===== src/rtl/fwrisc_pkg.sv =====
// Shared constants and types for the fwrisc operand-fetch slice.
package fwrisc_pkg;

    localparam int unsigned REG_ADDR_W = 6;
    localparam int unsigned DATA_W     = 32;
    localparam int unsigned SB_W       = 32;

    localparam logic [REG_ADDR_W-1:0] REG_ZERO = '0;

    typedef logic [REG_ADDR_W-1:0] reg_addr_t;
    typedef logic [DATA_W-1:0]     reg_data_t;

    // Per-entry stage state: LIVE reads the regfile, HELD reads the captured copy
    typedef enum logic [1:0] {
        ST_EMPTY,
        ST_LIVE,
        ST_HELD
    } of_state_e;

endpackage


===== src/rtl/fwrisc_opnd_hold.sv =====
// One operand path: regfile/held-copy select, x0 force, writeback forwarding and
// held-copy coherence with the writeback port.
module fwrisc_opnd_hold #(
    parameter int unsigned REG_ADDR_W = fwrisc_pkg::REG_ADDR_W,
    parameter int unsigned DATA_W     = fwrisc_pkg::DATA_W,
    parameter bit          BYPASS_EN  = 1'b1
) (
    input  logic                  clock,
    input  logic                  reset,
    input  logic                  i_valid,
    input  logic                  i_held,
    input  logic                  i_capture,
    input  logic [REG_ADDR_W-1:0] i_addr,
    input  logic [DATA_W-1:0]     i_rdata,
    input  logic                  i_wb_wen,
    input  logic [REG_ADDR_W-1:0] i_wb_waddr,
    input  logic [DATA_W-1:0]     i_wb_wdata,
    output logic [DATA_W-1:0]     o_data
);

    logic                  w_zero;
    logic                  w_wb_hit;
    logic                  w_fwd;
    logic [DATA_W-1:0]     w_src;
    logic [DATA_W-1:0]     r_data;

    assign w_zero   = (i_addr == '0);
    assign w_wb_hit = i_wb_wen && (i_wb_waddr == i_addr) && !w_zero;
    assign w_fwd    = BYPASS_EN && w_wb_hit;
    assign w_src    = i_held ? r_data : i_rdata;

    always_comb begin
        o_data = '0;
        if (i_valid && !w_zero) begin
            o_data = w_fwd ? i_wb_wdata : w_src;
        end
    end

    // A matching writeback always lands in the held copy, even without forwarding,
    // so the copy never goes stale relative to the register file.
    always_ff @(posedge clock) begin
        if (reset) begin
            r_data <= '0;
        end else if ((i_capture || i_held) && w_wb_hit) begin
            r_data <= i_wb_wdata;
        end else if (i_capture) begin
            r_data <= w_zero ? '0 : i_rdata;
        end
    end

endmodule


===== src/rtl/fwrisc_operand_fetch.sv =====
// Operand-fetch stage: single-entry valid/ready buffer between decode and execute,
// driving regfile read addresses and presenting forwarded rs1/rs2 operands.
module fwrisc_operand_fetch #(
    parameter int unsigned REG_ADDR_W = fwrisc_pkg::REG_ADDR_W,
    parameter int unsigned DATA_W     = fwrisc_pkg::DATA_W,
    parameter int unsigned SB_W       = fwrisc_pkg::SB_W,
    parameter bit          BYPASS_EN  = 1'b1
) (
    input  logic                  clock,
    input  logic                  reset,
    input  logic                  flush,
    input  logic                  in_valid,
    output logic                  in_ready,
    input  logic [REG_ADDR_W-1:0] in_ra,
    input  logic [REG_ADDR_W-1:0] in_rb,
    input  logic [SB_W-1:0]       in_sb,
    output logic [REG_ADDR_W-1:0] ra_raddr,
    input  logic [DATA_W-1:0]     ra_rdata,
    output logic [REG_ADDR_W-1:0] rb_raddr,
    input  logic [DATA_W-1:0]     rb_rdata,
    input  logic                  wb_wen,
    input  logic [REG_ADDR_W-1:0] wb_waddr,
    input  logic [DATA_W-1:0]     wb_wdata,
    output logic                  out_valid,
    input  logic                  out_ready,
    output logic [DATA_W-1:0]     out_ra_data,
    output logic [DATA_W-1:0]     out_rb_data,
    output logic [SB_W-1:0]       out_sb
);

    import fwrisc_pkg::*;

    of_state_e             r_state;
    of_state_e             w_state_nxt;
    logic [REG_ADDR_W-1:0] r_ra;
    logic [REG_ADDR_W-1:0] r_rb;
    logic [SB_W-1:0]       r_sb;
    logic                  w_valid;
    logic                  w_held;
    logic                  w_accept;
    logic                  w_capture;

    assign w_valid   = (r_state != ST_EMPTY);
    assign w_held    = (r_state == ST_HELD);
    // in_ready intentionally depends on out_ready; out_valid is purely registered
    assign in_ready  = !reset && !flush && (!w_valid || out_ready);
    assign w_accept  = in_valid && in_ready;
    assign w_capture = (r_state == ST_LIVE) && !out_ready && !reset && !flush;

    assign ra_raddr  = w_accept ? in_ra : r_ra;
    assign rb_raddr  = w_accept ? in_rb : r_rb;
    assign out_valid = w_valid;
    assign out_sb    = w_valid ? r_sb : '0;

    always_comb begin
        w_state_nxt = r_state;
        if (flush) begin
            w_state_nxt = ST_EMPTY;
        end else if (w_accept) begin
            w_state_nxt = ST_LIVE;
        end else if (w_valid && out_ready) begin
            w_state_nxt = ST_EMPTY;
        end else if (r_state == ST_LIVE) begin
            w_state_nxt = ST_HELD;
        end
    end

    always_ff @(posedge clock) begin
        if (reset) begin
            r_state <= ST_EMPTY;
        end else begin
            r_state <= w_state_nxt;
        end
    end

    always_ff @(posedge clock) begin
        if (reset) begin
            r_ra <= '0;
            r_rb <= '0;
            r_sb <= '0;
        end else if (w_accept) begin
            r_ra <= in_ra;
            r_rb <= in_rb;
            r_sb <= in_sb;
        end
    end

    fwrisc_opnd_hold #(
        .REG_ADDR_W (REG_ADDR_W),
        .DATA_W     (DATA_W),
        .BYPASS_EN  (BYPASS_EN)
    ) u_ra (
        .clock      (clock),
        .reset      (reset),
        .i_valid    (w_valid),
        .i_held     (w_held),
        .i_capture  (w_capture),
        .i_addr     (r_ra),
        .i_rdata    (ra_rdata),
        .i_wb_wen   (wb_wen),
        .i_wb_waddr (wb_waddr),
        .i_wb_wdata (wb_wdata),
        .o_data     (out_ra_data)
    );

    fwrisc_opnd_hold #(
        .REG_ADDR_W (REG_ADDR_W),
        .DATA_W     (DATA_W),
        .BYPASS_EN  (BYPASS_EN)
    ) u_rb (
        .clock      (clock),
        .reset      (reset),
        .i_valid    (w_valid),
        .i_held     (w_held),
        .i_capture  (w_capture),
        .i_addr     (r_rb),
        .i_rdata    (rb_rdata),
        .i_wb_wen   (wb_wen),
        .i_wb_waddr (wb_waddr),
        .i_wb_wdata (wb_wdata),
        .o_data     (out_rb_data)
    );

endmodule

===== config.mk =====
export PLATFORM = sky130hd
export DESIGN_NAME = fwrisc_operand_fetch
export DESIGN_NICKNAME = d
export VERILOG_FILES = /design/src/rtl/fwrisc_pkg.sv /design/src/rtl/fwrisc_opnd_hold.sv /design/src/rtl/fwrisc_operand_fetch.sv
export SDC_FILE = /design/constraint.sdc
export NUM_CORES = 1
export LEC_CHECK = 0
export BUFFER_PORTS_ARGS = -buffer_cell sky130_fd_sc_hd__buf_2
export CAP_MARGIN = 40
export CORE_MARGIN = 4
export CORE_UTILIZATION = 45
export CTS_BUF_LIST = sky130_fd_sc_hd__clkbuf_4
export DETAILED_ROUTE_END_ITERATION = 12
export PLACE_DENSITY = 0.73
export SLEW_MARGIN = 25
export SYNTH_ARGS = -nofsm -noshare
export SYNTH_HDL_FRONTEND = slang
export SYNTH_SLANG_ARGS = --single-unit

===== constraint.sdc =====
create_clock -name clock -period 3.35 [get_ports clock]
set_input_delay 0.335 -clock clock [delete_from_list [all_inputs] [get_ports clock]]
set_output_delay 0.335 -clock clock [all_outputs]
set_load 0.05 [all_outputs]

Word-level counts from Yosys, hierarchy flattened
Cells that the tools add are included.
{"block": "classes", "n_eq_ne": 4, "muxes": 18, "n_reduce_logical": 31}
{"operator": "two-way mux 32 bit", "count": 13}
{"operator": "logical AND 1 bit", "count": 15}
{"operator": "equality test 6 bit", "count": 2}
{"operator": "logical NOT 6 bit", "count": 2}
{"operator": "two-way mux 6 bit", "count": 2}
{"operator": "logical NOT 1 bit", "count": 6}
{"operator": "nonzero test 2 bit", "count": 3}
{"operator": "OR reduction 4 bit", "count": 1}
{"operator": "two-way mux 1 bit", "count": 3}
{"operator": "nonzero test 3 bit", "count": 1}
{"operator": "equality test 2 x 1 -> 1 bit (second input constant)", "count": 1}
{"operator": "equality test 2 bit (second input constant)", "count": 1}
{"operator": "logical OR 1 bit", "count": 2}
{"operator": "OR reduction 2 bit", "count": 1}
{"block": "word_totals", "regBits": 110, "in_bits": 152, "output_inout_bits": 110, "wordCells": 60}

Logic depth before layout (Yosys ltp)
Gate-level depths: netlist of the first run.
{"block": "logic_depth", "word_depth": 7, "depth_mapped": 8, "mapped_depth_nobuf": 4}

Hierarchy
A second synthesis of the first run with hierarchy kept.
{"block": "hier_totals", "hier_cells": 781, "hier_area_um2": 6881.6}
{"mod": "fwrisc_opnd_hold", "n_inst": 2, "cells_each": 276, "area_each_um2": 2351.0, "seq_area_each_um2": 640.6}
{"mod": "fwrisc_operand_fetch", "n_inst": 1, "cells_each": 229, "area_each_um2": 2179.6, "seq_area_each_um2": 920.9}

Worst setup path before layout of the first run
Ideal clock, no wire load.
{"block": "synth_path", "kind": "register to output", "from": "register r_ra[0]", "to": "output out_ra_data[10]", "arrival_ns": 1.929, "required_time_ns": 3.015, "setup_slack_ns": 1.086, "path_stages_with_launch": 7, "n_path_buf": 2, "path_cell_list": "dfxtp_1 > nor4_2 > and2_1 > clkbuf_1 > buf_1 > o31ai_1 > and3_1"}
{"block": "synth_via", "elab_chain_len": 5, "word_cells_on_any_way": 8, "cone_classes": "1 x eq/ne; 2 x mux; 5 x reduce/logical"}
{"element": "start: declaration", "line_no": "fwrisc_operand_fetch.sv:35", "text": "logic [REG_ADDR_W-1:0] r_ra;"}
{"element": "start signal: assignment", "line_no": "fwrisc_operand_fetch.sv:82", "text": "r_ra <= in_ra;"}
{"element": "equality test 6 bit / logical NOT 6 bit (equally long branches)", "line_no": "fwrisc_opnd_hold.sv:28, fwrisc_opnd_hold.sv:27"}
{"element": "logical AND 1 bit / logical NOT 1 bit (equally long branches)", "line_no": "fwrisc_opnd_hold.sv:28, fwrisc_opnd_hold.sv:34"}
{"element": "logical AND 1 bit", "line_no": "fwrisc_opnd_hold.sv:28", "text": "assign w_wb_hit = i_wb_wen && (i_wb_waddr == i_addr) && !w_zero;"}
{"element": "two-way mux 32 bit", "line_no": "fwrisc_opnd_hold.sv:35", "text": "o_data = w_fwd ? i_wb_wdata : w_src;"}
{"element": "two-way mux 32 bit *", "line_no": "fwrisc_opnd_hold.sv:34", "text": "if (i_valid && !w_zero) begin"}
{"element": "end: declaration", "line_no": "fwrisc_operand_fetch.sv:26", "text": "output logic [DATA_W-1:0] out_ra_data,"}
Mark *: on every way between the ends. The rest lies on a longest branch, timed or not.

Worst setup path in the final report of the first run
{"block": "layout_path", "from": "register r_ra[0]", "to": "output out_ra_data[4]"}
Same word-level chain as after synthesis.

==> summary.md, run 1 <==
| Metric | Value |
|---|---|
| Vias per cell | `5.99` |
| Avg WL per Cell | `20.7 um` |
| H-tree depth | `3` |
| Clk buf depth | `2` |
| Clock-pin slew on the worst setup and hold paths | `0.20 ns` |
| I/O pins | `262` |
| GRT overflow | `0` |
| DR vias | `8597` |
| Fill count | `1661` |
| Ys Warns | `0` |
| Slew Limit Fails | `0` |
| Netlist cell types | `37` |
| # Post-CTS Setup Buffers | `0` |
| Mean Syn Cell Area | `8.06 um^2` |
| Post-synth net total | `1161` |
| Most used cell, CP | `buf_4` |
| Arrival time of the worst setup path | `2.77 ns` |
| Seq/Total Area, Yosys | `27.1%` |
| Vias in the first global route | `8518` |
| Pre-antenna DRT Iters | `6` |
| Main synth FF type | `dfxtp_1` |
| Critical path's slowest cell | `dfxtp_1` |
| # nets final | `1354` |
| Most frequent cells after synthesis | `mux2i_1, dfxtp_1, nand2_1, clkbuf_1, nand4_1` |
| Fmax | `322 MHz` |
| CTS resizes | `0` |
| Area share of the largest cell type after synthesis | `27.1%` |
| Final Routed Wirelength | `29.7 mm` |
| First-pass GRT wire length | `45.8 mm` |
| Largest net degree at the start of global routing | `58` |
| CP Class | `register to primary output` |
| CTS buffer count | `9` |
| CP endpoint kind | `primary output` |
| Post-Syn Area | `8130 um^2` |
| Buf/Inv on CP | `3` |
| Overall routing resource usage | `27.9%` |
| Dpl hpwl | `20.1 mm` |
| Seq cells post-synth | `110` |
| Drt initial violations | `798` |
| CP startpoint kind | `register` |
| Final worst hold slack | `0.0249 ns` |
| Root buffer cell | `clkbuf_4` |
| Clock Sinks | `110` |
| Die area | `20300 um^2` |
| Antenna violations before repair | `7` |
| RSZ-0062 raised after global routing | `false` |
| Async set-reset flop share out of synthesis | `0%` |
| Lkg Pwr | `4.88 nW` |
| DIE WIDTH | `142 um` |
| Layout cells sized above 1 | `28.3%` |
| CP Cell Sequence | `nor4_4 -> buf_4 -> nand2_1 -> buf_4 -> nand4_1 -> and3_1 -> buf_2` |
| Tcrit/Tclk final | `92.8%` |
| Clk_lat worst skew | `0.51 ns` |
| Synth area leaders | `dfxtp_1, mux2i_1, o211ai_1` |
| Die Ht | `142 um` |
| Most common cell in the netlist | `mux2i_1` |
| Register area | `2200 um^2` |
| CTS Hold Buffers Added | `0` |
| Slew headroom | `48.7%` |
| Status | `complete, no violations` |
| Port buffer count | `261` |
| CTS tree | `yes` |
| # rows | `48` |
| Hold Path Class | `primary input to register` |
| Hold path cells | `3` |
| Core Box Area | `17500 um^2` |
| Req. time, crit path | `3.01 ns` |
| Tmin final | `3.11 ns` |
| Worst-margin pin slew | `0.766 ns` |
| Final setup violation count | `0` |
| Routability cong. | `0.869` |
| Starting Density | `46.5%` |
| Max-Cap Viols | `0` |
| Area of the multi-input gates | `5370 um^2` |
| DRC | `0` |
| Post-DRT Antenna Nets | `0` |
| Setup TNS | `0 ns` |
| Top delay family on crit path | `simple AND/OR/NAND/NOR gates` |
| PD cells | `289 nW/um^2` |
| Worst Path Max Fanout | `21` |
| CP peak stage delay | `0.39 ns` |
| CP Depth | `7` |
| Syn Inst Count | `1009` |
| Cell type with the largest total area after synthesis | `dfxtp_1` |
| Skew final | `0.0145 ns` |
| Number of synthesized flops with an enable pin | `0` |
| Final hold violation count | `0` |
| Worst r2r path cells | `7` |
| VDD IR-drop max | `254 uV` |
| Area delta synth->final | `20.5%` |
report_power, final:
group	total, mW	internal (mW)	leakage [nW]	switching [mW]
combinational	0.782	0.247	3.92	0.535
clock	0.690	0.171	0.0708	0.520
sequential	1.35	1.34	0.891	0.0165
state kept, by name, indices dropped and copies added (netlist names):
| signal | flops |
|---|---|
| r_ra | 6 |
| r_rb | 6 |
| r_sb | 32 |
| r_state | 2 |
| u_ra.r_data | 32 |
| u_rb.r_data | 32 |
cells in the final DEF (no fill, tap or decap), drive strengths merged, types with 2 or more instances in the layout:
master,instances
o21ai,2
inv,36
diode,3
and4,2
nand3,2
nor4,4
a21boi,64
mux2i,128
and2,14
clkbuf,9
mux2,12
clkinv,4
nor2b,32
nor2,8
nand2,98
dlygate4sd3,6
or2,2
o21bai,64
and3,66
o31ai,64
buf,295
a21oi,33
o211ai,65
xnor2,12
dfxtp,110
nand4,68
worst register-to-register path, delay by kind of cell, from the launching register on:
family | cells | cell delay (ns)
mux | 1 | 0.17
simple gates | 3 | 1.04
flops | 1 | 0.43
buf+inv | 3 | 0.98
stage by stage:
step	instances	total power, mW	area [um^2]	setup slack (ns)	utilization, %
after floorplan	1009	1.85	8130	1.09	-
after global placement	1410	2.14	9590	0.761	54.8
after detailed placement	1410	2.14	9600	0.744	54.9
after CTS	1426	2.82	9730	0.256	55.7
after global routing	1434	2.94	9800	0.0950	56.0
final	1435	2.83	9800	0.243	56.1
layout make-up:
cell class	instances	share of cell area [%]
diodes	3	0.0766
flip-flops and latches	110	22.5
clock inverters	7	0.690
inverters	34	1.32
multi-input cells	746	54.8
clock buffers	9	0.690
well taps	225	2.87
repair buffers	301	17.1
path summary, 6_finish.rpt:
path                             start                           end  slack [ns]
setup / recovery    r_ra[0]$_SDFF_PP0_                out_ra_data[4]        0.24
setup reg to reg    r_ra[4]$_SDFF_PP0_  u_ra.r_data[16]$_SDFFE_PP0P_        0.67
hold reg to reg   r_sb[1]$_SDFFE_PP0P_          r_sb[1]$_SDFFE_PP0P_        0.46
hold / removal                in_sb[9]          r_sb[9]$_SDFFE_PP0P_        0.02
logic make-up after synthesis:
| kind of cell | share of synthesized area [%] |
|---|---|
| AND/OR/NAND/NOR | 20.5 |
| multiplexers | 17.4 |
| XOR/XNOR | 1.29 |
| AO/OA/AOI/OAI | 26.2 |
| flip-flops | 27.1 |
| buffers and inverters | 7.53 |
routing by layer:
layer	up-vias	global-route usage, %	wire (um)
met2	454	46.2	14100
met4	10	10.4	845
met3	76	7.02	2710
met5	-	0	58
met1	3967	35.2	11900
li1	4090	-	-
(Power assumes the default switching activity.)
==> run 2, diff against run 1 <==
- CORE_UTILIZATION: 45 -> 50
- PLACE_DENSITY: 0.73 -> 0.8
==> run 2 against run 1 <==
  * Clock-buffer cell count unchanged
  * Sequential power is essentially flat
  * Via count increased by 1.9%
  * Largest power group unchanged
  * Largest cell class unchanged
  * Core utilization grew 5.1 points
  * Highest routed layer unchanged
  * Power decreased by 0.81%
  * Non-clock buffer count fell by 5
  * Die area fell by 9.5%
  * Cell count down 1.0%
  * Worst setup slack improved by 0.018 ns
  * Critical endpoint is now out_ra_data[29]
  * Global-route usage is 2.1 points higher
  * Sequential cell count stayed put
  * First-iteration DRC count rose by 16%
==> summary.md, run 2 (synthesis results as in run 1) <==
| Metric | Value |
|---|---|
| Status | `complete, no violations` |
| VDD IR-drop max | `280 uV` |
| Max-Cap Viols | `0` |
| Die Ht | `136 um` |
| I/O pins | `262` |
| Critical path's slowest cell | `nor4_4` |
| PD cells | `288 nW/um^2` |
| Clock-pin slew on the worst setup and hold paths | `0.17 ns` |
| Tmin final | `3.09 ns` |
| H-tree depth | `3` |
| Slew headroom | `45.8%` |
| Post-route cell area | `9720 um^2` |
| # nets final | `1349` |
| CTS tree | `yes` |
| Hold Path Class | `primary input to register` |
| Most frequent cells in the layout | `buf_2, mux2i_1, dfxtp_1, nand2_1, nand4_1` |
| CP peak stage delay | `0.48 ns` |
| Lkg Pwr | `4.85 nW` |
| Dpl cell area | `9580 um^2` |
| Biggest regs | `r_sb: 32 flops, u_ra.r_data: 32 flops, u_rb.r_data: 32 flops` |
| Port buffer count | `261` |
| Non-Filler Instances | `1420` |
| Post-DRT Antenna Nets | `0` |
| Tcrit/Tclk final | `92.2%` |
| Root buffer cell | `clkbuf_4` |
| Launch point of the worst path | `r_ra[0]$_SDFF_PP0_` |
| Fill count | `1465` |
| Arrival time of the worst setup path | `2.75 ns` |
| First-pass GRT wire length | `44.2 mm` |
| CP endpoint kind | `primary output` |
| # Post-CTS Setup Buffers | `0` |
| Clock Sinks | `110` |
| Clk_lat worst skew | `0.48 ns` |
| Layout cells sized above 1 | `28.3%` |
| Clk buf depth | `2` |
| Pre-antenna DRT Iters | `5` |
| RSZ-0062 raised after global routing | `false` |
| Vias in the first global route | `8515` |
| DR vias | `8758` |
| Dpl hpwl | `19.6 mm` |
| Die area | `18400 um^2` |
| Overall routing resource usage | `30.0%` |
| Largest net degree at the start of global routing | `69` |
| Final hold violation count | `0` |
| Slew Limit Fails | `0` |
| Worst r2r path cells | `6` |
| CTS buffer count | `9` |
| # rows | `46` |
| Avg WL per Cell | `20.2 um` |
| Fmax | `324 MHz` |
| CP startpoint kind | `register` |
| Final worst hold slack | `0.0673 ns` |
| Skew final | `0.0118 ns` |
| Drt initial violations | `923` |
| Commonest non-fill, non-tap cell in the layout | `buf_2` |
| Vias per cell | `6.17` |
| Req. time, crit path | `3.01 ns` |
| Area of the multi-input gates | `5350 um^2` |
| Area delta synth->final | `19.6%` |
| Worst-margin pin slew | `0.814 ns` |
| Reg2reg end | `u_rb.r_data[18]$_SDFFE_PP0P_` |
| Starting Density | `51.2%` |
| Antenna violations before repair | `9` |
| Reg2reg setup slack | `0.79 ns` |
| DIE WIDTH | `136 um` |
| Final setup violation count | `0` |
| Worst setup path end | `out_ra_data[29]` |
| Reg-to-reg startpoint | `r_state[0]$_SDFFE_PP0P_` |
| Worst Path Max Fanout | `20` |
| Register area | `2200 um^2` |
| Placed Cells | `1402` |
| Final Routed Wirelength | `28.6 mm` |
| GRT overflow | `0` |
| Setup TNS | `0 ns` |
| Routability cong. | `0.870` |
| DRC | `0` |
| CP Class | `register to primary output` |
| CTS Hold Buffers Added | `0` |
| CP Cell Sequence | `nor4_4 -> nand2_1 -> buf_4 -> nand4_1 -> and3_1 -> buf_2` |
| Core Box Area | `15900 um^2` |
[run 2: cell count changes in the layout (fill, tap and decap cells not counted), sizes merged]
cell,previous run,this run
inv,36,34
clkinv,4,3
clkinvlp,1,2
buf,295,296
dlygate4sd3,6,0
bufinv,0,1
[run 2: worst min-delay path by stage]
stage / endpoint / startpoint / depth (start not counted)
6_report: r_sb[25]$_SDFFE_PP0P_ / in_sb[25] / 3
2_1_floorplan: r_state[1]$_SDFFE_PP0N_ / out_ready / 1
3_5_place_dp: r_sb[8]$_SDFFE_PP0P_ / r_sb[8]$_SDFFE_PP0P_ / 2
3_3_place_gp: r_sb[9]$_SDFFE_PP0P_ / r_sb[9]$_SDFFE_PP0P_ / 2
5_1_grt: r_sb[5]$_SDFFE_PP0P_ / in_sb[5] / 3
4_1_cts: r_sb[23]$_SDFFE_PP0P_ / in_sb[23] / 3
[run 2: critical path, delay by kind of cell (launching register included)]
kind	cells	cell delay (ns)
DFF	1	0.39
buffers and inverters	2	0.66
and+or+nand+nor	4	1.22
[run 2: routing by layer]
metal / track usage, % / share of wire (%)
met5: 0 / 0.20
met4: 14.3 / 3.6
met3: 8.14 / 10
met2: 47.8 / 46
met1: 37.6 / 40
[run 2: power by group]
group	leakage, nW	internal [mW]	switching, mW
clock network	0.0659	0.223	0.453
registers	0.891	1.34	0.0165
logic	3.89	0.246	0.528
total	4.85	1.81	0.998
[run 2: cell type report]
type	count	area share, %
Antenna cell	3	0.0772
Sequential cell	110	22.7
Clock inverter	6	0.644
Tap cell	216	2.78
Clock buffer	9	0.695
Timing Repair Buffer	296	16.8
Inverter	34	1.33
Multi-Input combinational cell	746	55.1
[run 2: timing repair]
action	in CTS	in global routing
endpoints found under the hold margin	0	0
endpoints found under the setup margin	0	2
gates resized for setup	0	1
[run 2: metrics by stage]
step                      total power [mW]  util, %  setup slack, ns
final                                 2.80     61.2            0.260
after floorplan                       1.85        -             1.09
after global placement                2.12     60.0            0.731
after CTS                             2.81     61.1            0.148
after global routing                  2.93     61.2           0.0977
after detailed placement              2.14     60.3            0.684
==> run 3, diff against run 2 <==
- REMOVE_ABC_BUFFERS: unset -> 1
==> run 3 against run 2 <==
  * Clock skew grew 0.010 ns
  * Combinational power grew 2%
  * Worst hold slack lost 0.028 ns
  * Sequential share of layout area shrank 0.26 points
  * Sequential cell count is the same
  * Sequential power is essentially flat
  * Clock power grew 5.3%
  * Critical path depth is the same
  * Register-to-register slack lost 0.09 ns
  * Worst setup slack lost 0.051 ns
  * Critical path type unchanged
  * Largest cell class unchanged
==> summary.md, run 3 (synthesis results as in run 1) <==
| Metric | Value |
|---|---|
| Status | `complete, no violations` |
| I/O pins | `262` |
| CTS buffer count | `9` |
| Hold Path Class | `primary input to register` |
| Commonest non-fill, non-tap cell in the layout | `buf_2` |
| VDD IR-drop max | `267 uV` |
| Slew Limit Fails | `0` |
| Final Routed Wirelength | `29.7 mm` |
| Skew final | `0.0222 ns` |
| Worst-margin pin slew | `0.778 ns` |
| Vias in the first global route | `8504` |
| Tmin final | `3.14 ns` |
| Tcrit/Tclk final | `93.8%` |
| Reg2reg end | `u_ra.r_data[1]$_SDFFE_PP0P_` |
| DRC | `0` |
| Fill count | `1387` |
| Drt initial violations | `1034` |
| Setup TNS | `0 ns` |
| H-tree depth | `3` |
| Dpl cell area | `9580 um^2` |
| CP Class | `register to primary output` |
| Most frequent cells in the layout | `buf_2, mux2i_1, dfxtp_1, nand2_1, nand4_1` |
| Reg2reg setup slack | `0.70 ns` |
| Hold Path End | `r_sb[8]$_SDFFE_PP0P_` |
| Register area | `2200 um^2` |
| Clk buf depth | `2` |
| Slew headroom | `48.0%` |
| # nets final | `1358` |
| Final hold violation count | `0` |
| Biggest regs | `r_sb: 32 flops, u_ra.r_data: 32 flops, u_rb.r_data: 32 flops` |
| Arrival time of the worst setup path | `2.81 ns` |
| Max-Cap Viols | `0` |
| Hold Path Origin | `in_sb[8]` |
| # rows | `46` |
| Area delta synth->final | `21.0%` |
| Antenna violations before repair | `2` |
| CTS tree | `yes` |
| Pre-antenna DRT Iters | `5` |
| Clock Sinks | `110` |
| Area of the multi-input gates | `5380 um^2` |
| Starting Density | `51.2%` |
| Post-route cell area | `9830 um^2` |
| CP endpoint kind | `primary output` |
| Core Box Area | `15900 um^2` |
| Layout cells sized above 1 | `28.6%` |
| Avg WL per Cell | `20.8 um` |
| # Post-CTS Setup Buffers | `0` |
| DR vias | `8965` |
| Routability cong. | `0.861` |
| Launch point of the worst path | `r_rb[2]$_SDFF_PP0_` |
| PD cells | `291 nW/um^2` |
| Lkg Pwr | `4.90 nW` |
| Hold path cells | `3` |
| Vias per cell | `6.27` |
| DIE WIDTH | `136 um` |
| Port buffer count | `261` |
| Post-DRT Antenna Nets | `0` |
| RSZ-0062 raised after global routing | `false` |
| Clock-pin slew on the worst setup and hold paths | `0.18 ns` |
| Largest net degree at the start of global routing | `64` |
| Worst Path Max Fanout | `17` |
| Final setup violation count | `0` |
| GRT overflow | `0` |
| Reg-to-reg startpoint | `r_state[0]$_SDFFE_PP0P_` |
| Overall routing resource usage | `30.9%` |
| First-pass GRT wire length | `45.8 mm` |
| Fmax | `318 MHz` |
| Final core utilization | `61.9%` |
| Dpl hpwl | `19.9 mm` |
| Worst r2r path cells | `5` |
| Die area | `18400 um^2` |
| Req. time, crit path | `3.01 ns` |
| Die Ht | `136 um` |
| Clk_lat worst skew | `0.51 ns` |
| Root buffer cell | `clkbuf_4` |
| CP startpoint kind | `register` |
[run 3: cell count changes in the layout (fill, tap and decap cells not counted), moves of 3 or more]
cell           previous run  this run
nor2_2                    5         2
dlygate4sd3_1             0         6
buf_4                    30        34
nor2_4                    0         3
[run 3: final cells by class]
cell class	instances	area share, %
antenna	2	0.0509
sequential	110	22.4
tap	216	2.75
multi-input combinational	746	54.7
clock inverter	7	0.725
timing repair buffer	305	17.4
inverter	34	1.31
clock buffer	9	0.687
[run 3: per-stage QoR]
step / std cells / worst slack, ns / total power, mW / hold slack (ns)
2_1_floorplan: 890 / -2.36 / 1.81 / 0.404
3_3_place_gp: 1403 / 0.614 / 2.13 / 0.438
3_5_place_dp: 1403 / 0.575 / 2.14 / 0.442
4_1_cts: 1425 / 0.269 / 2.84 / 0.0000865
5_1_grt: 1428 / 0.0883 / 2.96 / 0.0192
6_report: 1429 / 0.209 / 2.86 / 0.0396
[run 3: power breakdown]
| part | internal (mW) | leakage [nW] | switching [mW] | total [mW] |
|---|---|---|---|---|
| Sequential | 1.34 | 0.891 | 0.0183 | 1.36 |
| Clock | 0.229 | 0.0720 | 0.482 | 0.712 |
| Combinational | 0.251 | 3.94 | 0.542 | 0.793 |
| Total | 1.82 | 4.90 | 1.04 | 2.86 |
[run 3: layer usage]
metal	routed length, um	GRT usage, %	up-vias
li1	-	-	4096
met1	11600	39.7	4222
met2	14000	49.9	579
met3	3380	8.84	66
met4	734	10.9	2
met5	18	0	-
[run 3: worst max-delay path by stage]
stage	end	slack (ns)
3_5_place_dp	u_ra.r_data[27]$_SDFFE_PP0P_	0.57
6_report	out_rb_data[0]	0.21
2_1_floorplan	u_rb.r_data[0]$_SDFFE_PP0P_	-2.36
4_1_cts	out_rb_data[0]	0.27
3_3_place_gp	u_ra.r_data[29]$_SDFFE_PP0P_	0.61
5_1_grt	out_rb_data[13]	0.09
[run 3: worst max-delay path, stage by stage (launching register included)]
cell and delay, ns:
dfxtp_1 0.46, xnor2_1 0.17, nand3_2 0.41, buf_4 0.39
o31ai_1 0.38, and3_1 0.21, buf_2 0.26
[run 3: repair_timing]
| action | in CTS | in global routing |
|---|---|---|
| hold endpoints to repair | 6 | 0 |
| hold buffers | 6 | 0 |
| gates resized for setup | 0 | 0 |
